<file path="config.mk">
export PLATFORM = sky130hd
export DESIGN_NAME = ps2_mouse_packet_decoder_flat
export DESIGN_NICKNAME = d
export VERILOG_FILES = /design/src/rtl/ps2_mouse_packet_decoder_pkg.sv /design/src/rtl/ps2_mouse_packet_decoder_if.sv /design/src/rtl/ps2_mouse_packet_decoder_accum.sv /design/src/rtl/ps2_mouse_packet_decoder.sv /design/src/flat_wrapper.sv
export SDC_FILE = /design/constraint.sdc
export NUM_CORES = 1
export LEC_CHECK = 0
export CORE_UTILIZATION = 25
export DETAILED_ROUTE_END_ITERATION = 8
export GPL_ROUTABILITY_DRIVEN = 0
export HOLD_SLACK_MARGIN = 0.06
export PLACE_DENSITY = 0.55
export SETUP_SLACK_MARGIN = 0.4
export SLEW_MARGIN = 20
export SYNTH_ARGS = -nofsm -noshare
export SYNTH_HDL_FRONTEND = slang
export SYNTH_SLANG_ARGS = --single-unit
</file>
<file path="constraint.sdc">
create_clock -name clk_i -period 3.04 [get_ports clk_i]
set_input_delay 0.76 -clock clk_i [delete_from_list [all_inputs] [get_ports clk_i]]
set_output_delay 0.76 -clock clk_i [all_outputs]
set_load 0.05 [all_outputs]
</file>
<file path="src/rtl/ps2_mouse_packet_decoder_pkg.sv">
// ps2_mouse_packet_decoder_pkg: shared FSM states, byte0 field layout and cursor arithmetic width
package ps2_mouse_packet_decoder_pkg;
  localparam int PKT_BYTES = 3;
  localparam int SYNC_BIT = 3;
  localparam int XSIGN = 4;
  localparam int YSIGN = 5;
  localparam int XOVF = 6;
  localparam int YOVF = 7;
  localparam int CW = 12;
  typedef enum logic [$clog2(PKT_BYTES)-1:0] {WAIT_B0, WAIT_B1, WAIT_B2} state_e;
  typedef struct packed {
    logic       yovf;
    logic       xovf;
    logic       ysign;
    logic       xsign;
    logic [2:0] btn;
  } hdr_t;
  function automatic logic signed [CW-1:0] sext9(input logic [8:0] v);
    return {{(CW-9){v[8]}}, v};
  endfunction
endpackage

</file>
<file path="src/rtl/ps2_mouse_packet_decoder_if.sv">
// ps2_mouse_packet_decoder_if: byte strobe in (valid/data/err), decoded packet + cursor + sync_err out
interface ps2_mouse_packet_decoder_if;
  logic       byte_valid;
  logic [7:0] byte_data;
  logic       byte_err;
  logic       pkt_valid;
  logic [2:0] buttons;
  logic [8:0] dx;
  logic [8:0] dy;
  logic       x_ovf;
  logic       y_ovf;
  logic [9:0] cursor_x;
  logic [9:0] cursor_y;
  logic       sync_err;
  modport master (
    output byte_valid, byte_data, byte_err,
    input  pkt_valid, buttons, dx, dy, x_ovf, y_ovf, cursor_x, cursor_y, sync_err
  );
  modport slave (
    input  byte_valid, byte_data, byte_err,
    output pkt_valid, buttons, dx, dy, x_ovf, y_ovf, cursor_x, cursor_y, sync_err
  );
endinterface

</file>
<file path="src/rtl/ps2_mouse_packet_decoder_accum.sv">
// ps2_axis_accum: saturating cursor axis; clk_i/rst_i, en_i adds signed delta_i, pos_o clamped to 0..MAX
module ps2_axis_accum
  import ps2_mouse_packet_decoder_pkg::*;
#(
  parameter int MAX  = 639,
  parameter int INIT = 320
) (
  input  logic                 clk_i,
  input  logic                 rst_i,
  input  logic                 en_i,
  input  logic signed [CW-1:0] delta_i,
  output logic [9:0]           pos_o
);
  logic [9:0] pos_q, pos_d;
  logic signed [CW-1:0] sum;
  always_comb begin
    sum   = $signed({{(CW-10){1'b0}}, pos_q}) + delta_i;
    pos_d = !en_i ? pos_q : sum < 0 ? '0 : sum > MAX ? 10'(MAX) : sum[9:0];
  end
  always_ff @(posedge clk_i) begin
    if (rst_i) pos_q <= 10'(INIT);
    else pos_q <= pos_d;
  end
  assign pos_o = pos_q;
endmodule

</file>
<file path="src/rtl/ps2_mouse_packet_decoder.sv">
// ps2_mouse_packet_decoder: 3-byte PS/2 mouse packet assembler/decoder with clamped cursor; clk_i, rst_i, bus (slave)
module ps2_mouse_packet_decoder
  import ps2_mouse_packet_decoder_pkg::*;
#(
  parameter int TIMEOUT_CYCLES = 100000,
  parameter int SCREEN_W       = 640,
  parameter int SCREEN_H       = 480,
  parameter int X_INIT         = 320,
  parameter int Y_INIT         = 240
) (
  input logic                        clk_i,
  input logic                        rst_i,
  ps2_mouse_packet_decoder_if.slave  bus
);
  localparam int TW = $clog2(TIMEOUT_CYCLES + 1);
  state_e state_q, state_d;
  hdr_t hdr_q, hdr_d;
  logic [7:0] b1_q, b1_d;
  logic [TW-1:0] tmo_q, tmo_d;
  logic pkt_q, pkt_d, err_q, err_d;
  logic [2:0] btn_q;
  logic [8:0] dx_q, dy_q;
  logic xo_q, yo_q;
  logic vld, accept, expired;
  logic signed [CW-1:0] dx_w, dy_w;
  assign vld     = bus.byte_valid;
  assign accept  = vld && !bus.byte_err && (state_q != WAIT_B0 || bus.byte_data[SYNC_BIT]);
  assign expired = state_q != WAIT_B0 && tmo_q == TW'(TIMEOUT_CYCLES - 1);
  assign dx_w    = sext9({hdr_q.xsign, b1_q});
  assign dy_w    = sext9({hdr_q.ysign, bus.byte_data});
  always_ff @(posedge clk_i) begin
    if (rst_i) state_q <= WAIT_B0;
    else state_q <= state_d;
  end
  always_comb begin
    state_d = state_q;
    if (state_q == WAIT_B0) state_d = accept ? WAIT_B1 : WAIT_B0;
    else if (vld) state_d = (accept && state_q == WAIT_B1) ? WAIT_B2 : WAIT_B0;
    else if (expired) state_d = WAIT_B0;
  end
  // A byte arriving in the expiry cycle takes the vld branch, so it wins over the timeout.
  always_comb begin
    pkt_d = accept && state_q == WAIT_B2;
    err_d = vld ? !accept : expired;
    tmo_d = (vld || expired || state_q == WAIT_B0) ? '0 : tmo_q + 1'b1;
    hdr_d = (accept && state_q == WAIT_B0)
          ? hdr_t'({bus.byte_data[YOVF], bus.byte_data[XOVF], bus.byte_data[YSIGN],
                    bus.byte_data[XSIGN], bus.byte_data[2:0]})
          : hdr_q;
    b1_d  = (accept && state_q == WAIT_B1) ? bus.byte_data : b1_q;
  end
  always_ff @(posedge clk_i) begin
    if (rst_i) begin
      hdr_q <= '0;
      b1_q  <= '0;
      tmo_q <= '0;
      pkt_q <= 1'b0;
      err_q <= 1'b0;
      btn_q <= '0;
      dx_q  <= '0;
      dy_q  <= '0;
      xo_q  <= 1'b0;
      yo_q  <= 1'b0;
    end else begin
      hdr_q <= hdr_d;
      b1_q  <= b1_d;
      tmo_q <= tmo_d;
      pkt_q <= pkt_d;
      err_q <= err_d;
      if (pkt_d) begin
        btn_q <= hdr_q.btn;
        dx_q  <= {hdr_q.xsign, b1_q};
        dy_q  <= {hdr_q.ysign, bus.byte_data};
        xo_q  <= hdr_q.xovf;
        yo_q  <= hdr_q.yovf;
      end
    end
  end
  ps2_axis_accum #(.MAX(SCREEN_W - 1), .INIT(X_INIT)) u_x (
    .clk_i(clk_i), .rst_i(rst_i), .en_i(pkt_d && !hdr_q.xovf), .delta_i(dx_w), .pos_o(bus.cursor_x)
  );
  // Screen rows grow downward while +dy means up, so Y integrates -dy.
  ps2_axis_accum #(.MAX(SCREEN_H - 1), .INIT(Y_INIT)) u_y (
    .clk_i(clk_i), .rst_i(rst_i), .en_i(pkt_d && !hdr_q.yovf), .delta_i(-dy_w), .pos_o(bus.cursor_y)
  );
  assign bus.pkt_valid = pkt_q;
  assign bus.sync_err  = err_q;
  assign bus.buttons   = btn_q;
  assign bus.dx        = dx_q;
  assign bus.dy        = dy_q;
  assign bus.x_ovf     = xo_q;
  assign bus.y_ovf     = yo_q;
endmodule

</file>
<file path="src/flat_wrapper.sv">
// flat-port wrapper written by rule: the top's interface ports become plain ports
module ps2_mouse_packet_decoder_flat import ps2_mouse_packet_decoder_pkg::*;
#(
  parameter int TIMEOUT_CYCLES = 100000,
  parameter int SCREEN_W       = 640,
  parameter int SCREEN_H       = 480,
  parameter int X_INIT         = 320,
  parameter int Y_INIT         = 240
)
  (clk_i, rst_i, bus_byte_valid, bus_byte_data, bus_byte_err, bus_pkt_valid, bus_buttons, bus_dx, bus_dy, bus_x_ovf, bus_y_ovf, bus_cursor_x, bus_cursor_y, bus_sync_err);
  ps2_mouse_packet_decoder_if bus_i ();
  input logic clk_i;
  input logic rst_i;
  input wire logic [$bits(bus_i.byte_valid)-1:0] bus_byte_valid;
  input wire logic [$bits(bus_i.byte_data)-1:0] bus_byte_data;
  input wire logic [$bits(bus_i.byte_err)-1:0] bus_byte_err;
  output wire logic [$bits(bus_i.pkt_valid)-1:0] bus_pkt_valid;
  output wire logic [$bits(bus_i.buttons)-1:0] bus_buttons;
  output wire logic [$bits(bus_i.dx)-1:0] bus_dx;
  output wire logic [$bits(bus_i.dy)-1:0] bus_dy;
  output wire logic [$bits(bus_i.x_ovf)-1:0] bus_x_ovf;
  output wire logic [$bits(bus_i.y_ovf)-1:0] bus_y_ovf;
  output wire logic [$bits(bus_i.cursor_x)-1:0] bus_cursor_x;
  output wire logic [$bits(bus_i.cursor_y)-1:0] bus_cursor_y;
  output wire logic [$bits(bus_i.sync_err)-1:0] bus_sync_err;
  assign bus_i.byte_valid = bus_byte_valid;
  assign bus_i.byte_data = bus_byte_data;
  assign bus_i.byte_err = bus_byte_err;
  assign bus_pkt_valid = bus_i.pkt_valid;
  assign bus_buttons = bus_i.buttons;
  assign bus_dx = bus_i.dx;
  assign bus_dy = bus_i.dy;
  assign bus_x_ovf = bus_i.x_ovf;
  assign bus_y_ovf = bus_i.y_ovf;
  assign bus_cursor_x = bus_i.cursor_x;
  assign bus_cursor_y = bus_i.cursor_y;
  assign bus_sync_err = bus_i.sync_err;
  ps2_mouse_packet_decoder #(.TIMEOUT_CYCLES(TIMEOUT_CYCLES), .SCREEN_W(SCREEN_W), .SCREEN_H(SCREEN_H), .X_INIT(X_INIT), .Y_INIT(Y_INIT)) u_core (.clk_i(clk_i), .rst_i(rst_i), .bus(bus_i));
endmodule
</file>
==> reports/results.ini, run 1 <==
[routing]
wl_um = 12150
detail-route-antenna-nets = 0
dr_total_vias = 3940
first_pass_iters = 5
avgViaCountPerCell = 4.758
drc_errors = 0
drt-initial-drc-count = 268
wire_per_inst_um = 14.67

[grt]
antenna_found_initial = 0
gr-total-overflow = 0
grt_pass1_vias = 3876
grt_pass1_wl_um = 19050
grt_max_degree = 37
grt_usage = 0.1473

[setup_path]
slowest_delay_ps = 430
worstSetupPathType = flop to flop
cp_data_required_time_ps = 3320
crit_buf_inv = 0
critical_path.max_fanout = 5
crit_family = compound AO/OA/AOI/OAI gates
cp.arrival_ps = 2840
slowest_stage = or3_4
crit_path_cell_trace = ha_4 -> and2_4 -> a221oi_4 -> a211oi_2 -> or3_4 -> a2111oi_4 -> a21boi_4 -> a221o_2
cp-end-kind = flop
start_kind = flop

[power_and_ir_drop]
sw_frac_of_total = 0.2491
powerDensity_nw_per_um2 = 384.2
p_seq_frac = 0.455
leakagePower_nw = 2.205
pwr-share-clk = 0.414
max-vdd-ir-drop_mv = 0.2757
internal_power_mw = 1.725
pwr-share-comb = 0.131
p_switching_mw = 0.5722

[floorplanning]
dieArea_um2 = 17020
io_pins = 57
fp-row-count = 46
initial_core_util = 0.2579
die_y_um = 130.5
die-width_um = 130.5
coreArea_um2 = 16000

[job]
maxCapViolCount = 0

[finish]
design_area_um2 = 5978
drive_above_1_share = 0.2761
layout_commonest_cell = nand2_1
nFillCells = 1646
nets = 645
n_antenna_cell = 0
area_growth_pct = 44.88
mostFrequentLayoutCells = nand2_1 (81), dfxtp_1 (67), buf_4 (57), a21oi_1 (49), clkdlybuf4s50_1 (47)

[timing]
slew_violations = 0
finalSetupTns_ps = 0
tightest_slew_ps = 608.0
max_slew_margin = 0.5938
finClkSkew_ps = 6.463
grt_setup_unrepaired = yes
fmax_mhz = 389.9
finalCritPeriodShare = 0.8438
hold_viol_final = 0
setup_viol = 0
period_minus_slack_ps = 2565

[synth]
synth-main-ff-cell = dfxtp_1
syn_nets = 537
postSynthAreaPerCell_um2 = 8.253
seq_area_frac_synth = 0.3833
yosysTopAreaCell = dfxtp_1
ys_async_sr_fraction = 0
synth_top_cell_area_share = 0.3833
synth_cell_types = 57
mappedNetlistArea_um2 = 4126
ys_warn_count = 0
synthesis.instances = 500
yosys_register_bits = 79
synth_edf_count = 0
synth_top_cells_by_area = dfxtp_1 (38%), nand2_1 (7.7%), ha_1 (7.0%), a21oi_1 (6.7%), nor2_1 (4.2%)

[clock_tree]
cts_buffers = 9
cts_tree = built
htreeDepth = 3
cts_buffer_depth = 2
clk-insertion-delay-late_ps = 340
root_buffer = clkbuf_16
path_clk_slew_ps = 50
cts_num_sinks = 79

[place]
port_buffers = 56
place_area_um2 = 5410
hpwl_um = 9096

[min_path]
hold_class = flop to flop

[outcome]
status = finished clean

[stage by stage]
stage	hold slack, ps	setup slack, ps	power (mW)	util	std cells
floorplan	429.9	386.9	1.216	-	500
global placement	446.1	-330.0	1.316	0.3381	797
detailed placement	450.6	-380.2	1.318	0.3381	797
CTS	458.2	404.8	2.293	0.3636	817
global route	475.8	386.1	2.383	0.3736	828
finish	451.1	475.0	2.297	0.3736	828
[final cells by class]
cell class / count / area [um^2] / area share
multi-input cells: 381 / 2800 / 0.4684
flip-flops and latches: 79 / 1607 / 0.2687
repair buffers: 115 / 965.9 / 0.1616
well taps: 216 / 270.3 / 0.04521
clock buffers: 13 / 240.2 / 0.04018
inverters: 22 / 85.08 / 0.01423
clock inverters: 2 / 10.01 / 0.001674
[cell families after synthesis]
logic type	synth area share
AND/OR/NAND/NOR	0.2229
multiplexers	0.004852
adder cells (fa/ha/maj)	0.07944
flip-flops	0.3833
AO/OA/AOI/OAI	0.2138
buffers and inverters	0.03638
XOR/XNOR	0.05943
[sequential cells by signal, indices dropped and copies added, names as in the netlist]
register / cells
u_core.state_q: 2
u_core.bus.x_ovf: 1
u_core.tmo_q: 17
u_core.bus.sync_err: 1
u_core.hdr_q: 5
u_core.bus.pkt_valid: 1
u_core.bus.dx: 9
u_core.bus.buttons: 3
u_core.b1_q: 8
u_core.u_y.pos_o: 10
u_core.dy_w: 1
u_core.u_x.pos_o: 10
u_core.dx_w: 1
u_core.bus.y_ovf: 1
u_core.bus.dy: 9
[worst reg2reg max path: cells and delay by family, from the launching register on]
family,cells,cell delay [ps]
AOI/OAI and AO/OA,5,1310
adders and majority gates,1,240
and+or+nand+nor,2,590
DFF,1,360
[power groups by stage]
stage                     Clock (mW)  Combinational, mW  Sequential, mW
final                          0.951              0.301            1.04
after CTS                      0.974              0.274            1.04
after global placement             0              0.248            1.07
after floorplan                    0              0.144            1.07
after detailed placement           0              0.250            1.07
after global routing            1.02              0.323            1.04
[layer usage]
layer	global-route usage	wire, um
met3	0.04153	466
met1	0.1807	5707
met4	0.06626	333
met2	0.2400	5642
met5	0	0
[repair_timing]
action | CTS | global route
pin swaps | 16 | 25
hold buffers | 0 | 0
buffers inserted | 5 | 11
gates cloned | 0 | 0
resized for setup | 42 | 39
setup endpoints to repair | 18 | 18
[cell usage after synthesis, types with 4 or more instances]
master	n
ha_1	23
a221o_2	5
a211o_1	5
a21oi_1	55
nor2b_1	5
nand3_1	17
nand2_1	85
a21o_1	6
nor3_1	5
nor2_1	46
xor2_1	13
dfxtp_1	79
o21ai_0	17
and3_1	5
clkbuf_1	17
xnor2_1	15
inv_1	22
nand2b_1	7
a211oi_1	4
and2_1	5
[path summary, 6_finish.rpt]
kind	from	endpoint	slack (ps)	depth (start not counted)
max	u_core.b1_q[3]	u_core.u_x.pos_o[3]	470	8
min	u_core.bus.dy[6]	u_core.bus.dy[6]	450	2
max reg2reg	u_core.b1_q[3]	u_core.u_x.pos_o[3]	470	8
min reg2reg	u_core.bus.dy[6]	u_core.bus.dy[6]	450	2
(Power assumes the default switching activity.)
==> run 2: changes to the inputs <==
Clock period 3.04 ns to 2.2 ns, I/O delays scaled along.
==> reports/results.ini, run 2 (same netlist as run 1, synthesis figures left out) <==
[job]
maxCapViolCount = 0  ; unchanged

[routing]
drc_errors = 0  ; unchanged
dr_total_vias = 4182  ; +6.1%
drt-initial-drc-count = 185  ; -31%
wire_per_inst_um = 14.47  ; -1.4%
first_pass_iters = 4  ; -1
wl_um = 12990  ; +7.0%
detail-route-antenna-nets = 0  ; unchanged
avgViaCountPerCell = 4.657  ; -2.1%

[setup_path]
slowest_stage = dfxtp_4
worstSetupPathType = flop to flop
crit_path_cell_trace = ha_4 -> inv_2 -> fa_2 -> nor2b_2 -> o31a_1 -> o21ai_2 -> buf_4 -> xnor2_2 -> o31ai_2 -> buf_4 -> a21boi_4 -> a221o_2
cp_data_required_time_ps = 2420  ; -900 ps
reg2reg_depth = 12  ; +4
critical_path.max_fanout = 5  ; unchanged
crit_buf_inv = 3  ; +3
start_kind = flop
crit_top_cell = buf_4
cp.arrival_ps = 2650  ; -190 ps
cp.depth = 12  ; +4
slowest_delay_ps = 370  ; -60 ps
cp-end-kind = flop
crit_family = compound AO/OA/AOI/OAI gates

[timing]
grt_setup_unrepaired = yes
finalCritPeriodShare = 1.105  ; +0.2608
fmax_mhz = 411.5  ; +5.6%
tightest_slew_ps = 505.3  ; -102.7 ps
hold_viol_final = 0  ; unchanged
slew_violations = 0  ; unchanged
setup_viol = 19  ; +19
finClkSkew_ps = 8.256  ; +1.794 ps
layout_setup_ws_ps = -230.0  ; -705.0 ps
period_minus_slack_ps = 2430  ; -135.0 ps
max_slew_margin = 0.6645  ; +0.07063

[finish]
area_growth_pct = 63.61
layout_commonest_cell = buf_4
regMostFlops = u_core.tmo_q
drive_above_1_share = 0.4428  ; +0.1667
nets = 714  ; +11%
largest_register_ffs = 17  ; unchanged
design_area_um2 = 6751  ; +13%
nFillCells = 1638  ; -0.49%
n_antenna_cell = 0  ; unchanged
utilization = 0.4220  ; +0.04833
mostFrequentLayoutCells = buf_4 (123), nand2_1 (83), dfxtp_1 (56), a21oi_1 (49), nor2_1 (39)

[min_path]
hold_class = flop to flop
holdPathStages = 2  ; unchanged

[clock_tree]
cts_tree = built
hold_buffers = 0  ; unchanged
root_buffer = clkbuf_16
cts_buffers = 9  ; unchanged
path_clk_slew_ps = 60  ; about the same
htreeDepth = 3  ; unchanged
cts_num_sinks = 79  ; unchanged
clk-insertion-delay-late_ps = 340  ; about the same
cts_buffer_depth = 2  ; unchanged

[power_and_ir_drop]
leakagePower_nw = 2.691  ; +22%
powerDensity_nw_per_um2 = 493.4  ; +28%
max-vdd-ir-drop_mv = 0.3872  ; +40%
p_total_mw = 3.331  ; +45%

[outcome]
status = finished, violations left
violations = negative setup slack

[floorplanning]
fp-row-count = 46  ; unchanged
coreArea_um2 = 16000  ; unchanged
die_y_um = 130.5  ; unchanged
dieArea_um2 = 17020  ; unchanged
die-width_um = 130.5  ; unchanged
io_pins = 57  ; unchanged
initial_core_util = 0.2579  ; unchanged

[grt]
grt_pass1_wl_um = 20730  ; +8.8%
antenna_found_initial = 0  ; unchanged
gr-total-overflow = 0  ; unchanged
grt_max_degree = 24  ; -35%
grt_usage = 0.1604  ; +0.01307
grt_pass1_vias = 4155  ; +7.2%

[place]
place_area_um2 = 6013  ; +11%
hpwl_um = 9787  ; +7.6%
dp_slack_ps = -946.0  ; -565.8 ps
port_buffers = 56  ; unchanged

-- run 2: changes by cell type in the layout (fill, tap and decap cells not counted), moves of 5 or more --
cell	previous run	this run
dfxtp_4	4	10
clkdlybuf4s15_2	0	22
clkdlybuf4s15_1	0	11
o21ai_0	12	6
dfxtp_1	67	56
buf_4	57	123
ha_1	12	7
dlygate4sd2_1	0	9
dfxtp_2	8	13
nor2_1	44	39
clkdlybuf4s50_1	47	1
-- run 2: worst paths after layout --
| kind | start | end | slack [ps] |
|---|---|---|---|
| min reg2reg | u_core.bus.dx[3] | u_core.bus.dx[3] | 450 |
| max | u_core.b1_q[0] | u_core.u_x.pos_o[2] | -230 |
| max reg2reg | u_core.b1_q[0] | u_core.u_x.pos_o[2] | -230 |
| min | u_core.bus.dx[3] | u_core.bus.dx[3] | 450 |
-- run 2: through the flow --
stage / hold slack, ps / cells / TNS, ps
2_1_floorplan: 429.8 / 500 / -3508
3_3_place_gp: 441.5 / 859 / -10720
3_5_place_dp: 449.6 / 859 / -11490
4_1_cts: 455.6 / 894 / -2387
5_1_grt: 479.9 / 898 / -4991
6_report: 454.1 / 898 / -2890
-- run 2: worst register-to-register path, cell delays in order (launching register included) --
cell and delay (ps):
dfxtp_4 370, ha_4 150, inv_2 30, fa_2 350, nor2b_2 130, o31a_1 180, o21ai_2 100, buf_4 140
xnor2_2 130, o31ai_2 180, buf_4 170, a21boi_4 70, a221o_2 310
-- run 2: final cells by class --
cell class              count  area, um^2  share of cell area
repair buffers            184        1505              0.2229
clock buffers               9       225.2             0.03336
flip-flops and latches     79        1635              0.2422
inverters                  22       97.59             0.01446
well taps                 216       270.3             0.04003
multi-input cells         381        2965              0.4392
clock inverters             7       52.55            0.007784
-- run 2: timing repair --
item | CTS | global route
setup endpoints to repair | 66 | 40
gates resized for setup | 178 | 35
setup buffers | 19 | 4
pin swaps | 38 | 18
-- run 2: report_power, final --
| group | switching (mW) | internal, mW |
|---|---|---|
| sequential | 0.00751 | 1.43 |
| combinational | 0.246 | 0.241 |
| clock | 0.637 | 0.773 |
-- run 2: per-layer routing --
metal | track usage | up-vias | share of wire
met1 | 0.1943 | 1951 | 0.45
met5 | 0 | - | 0
li1 | - | 2121 | -
met2 | 0.2788 | 85 | 0.49
met3 | 0.03746 | 25 | 0.042
met4 | 0.05341 | 0 | 0.023
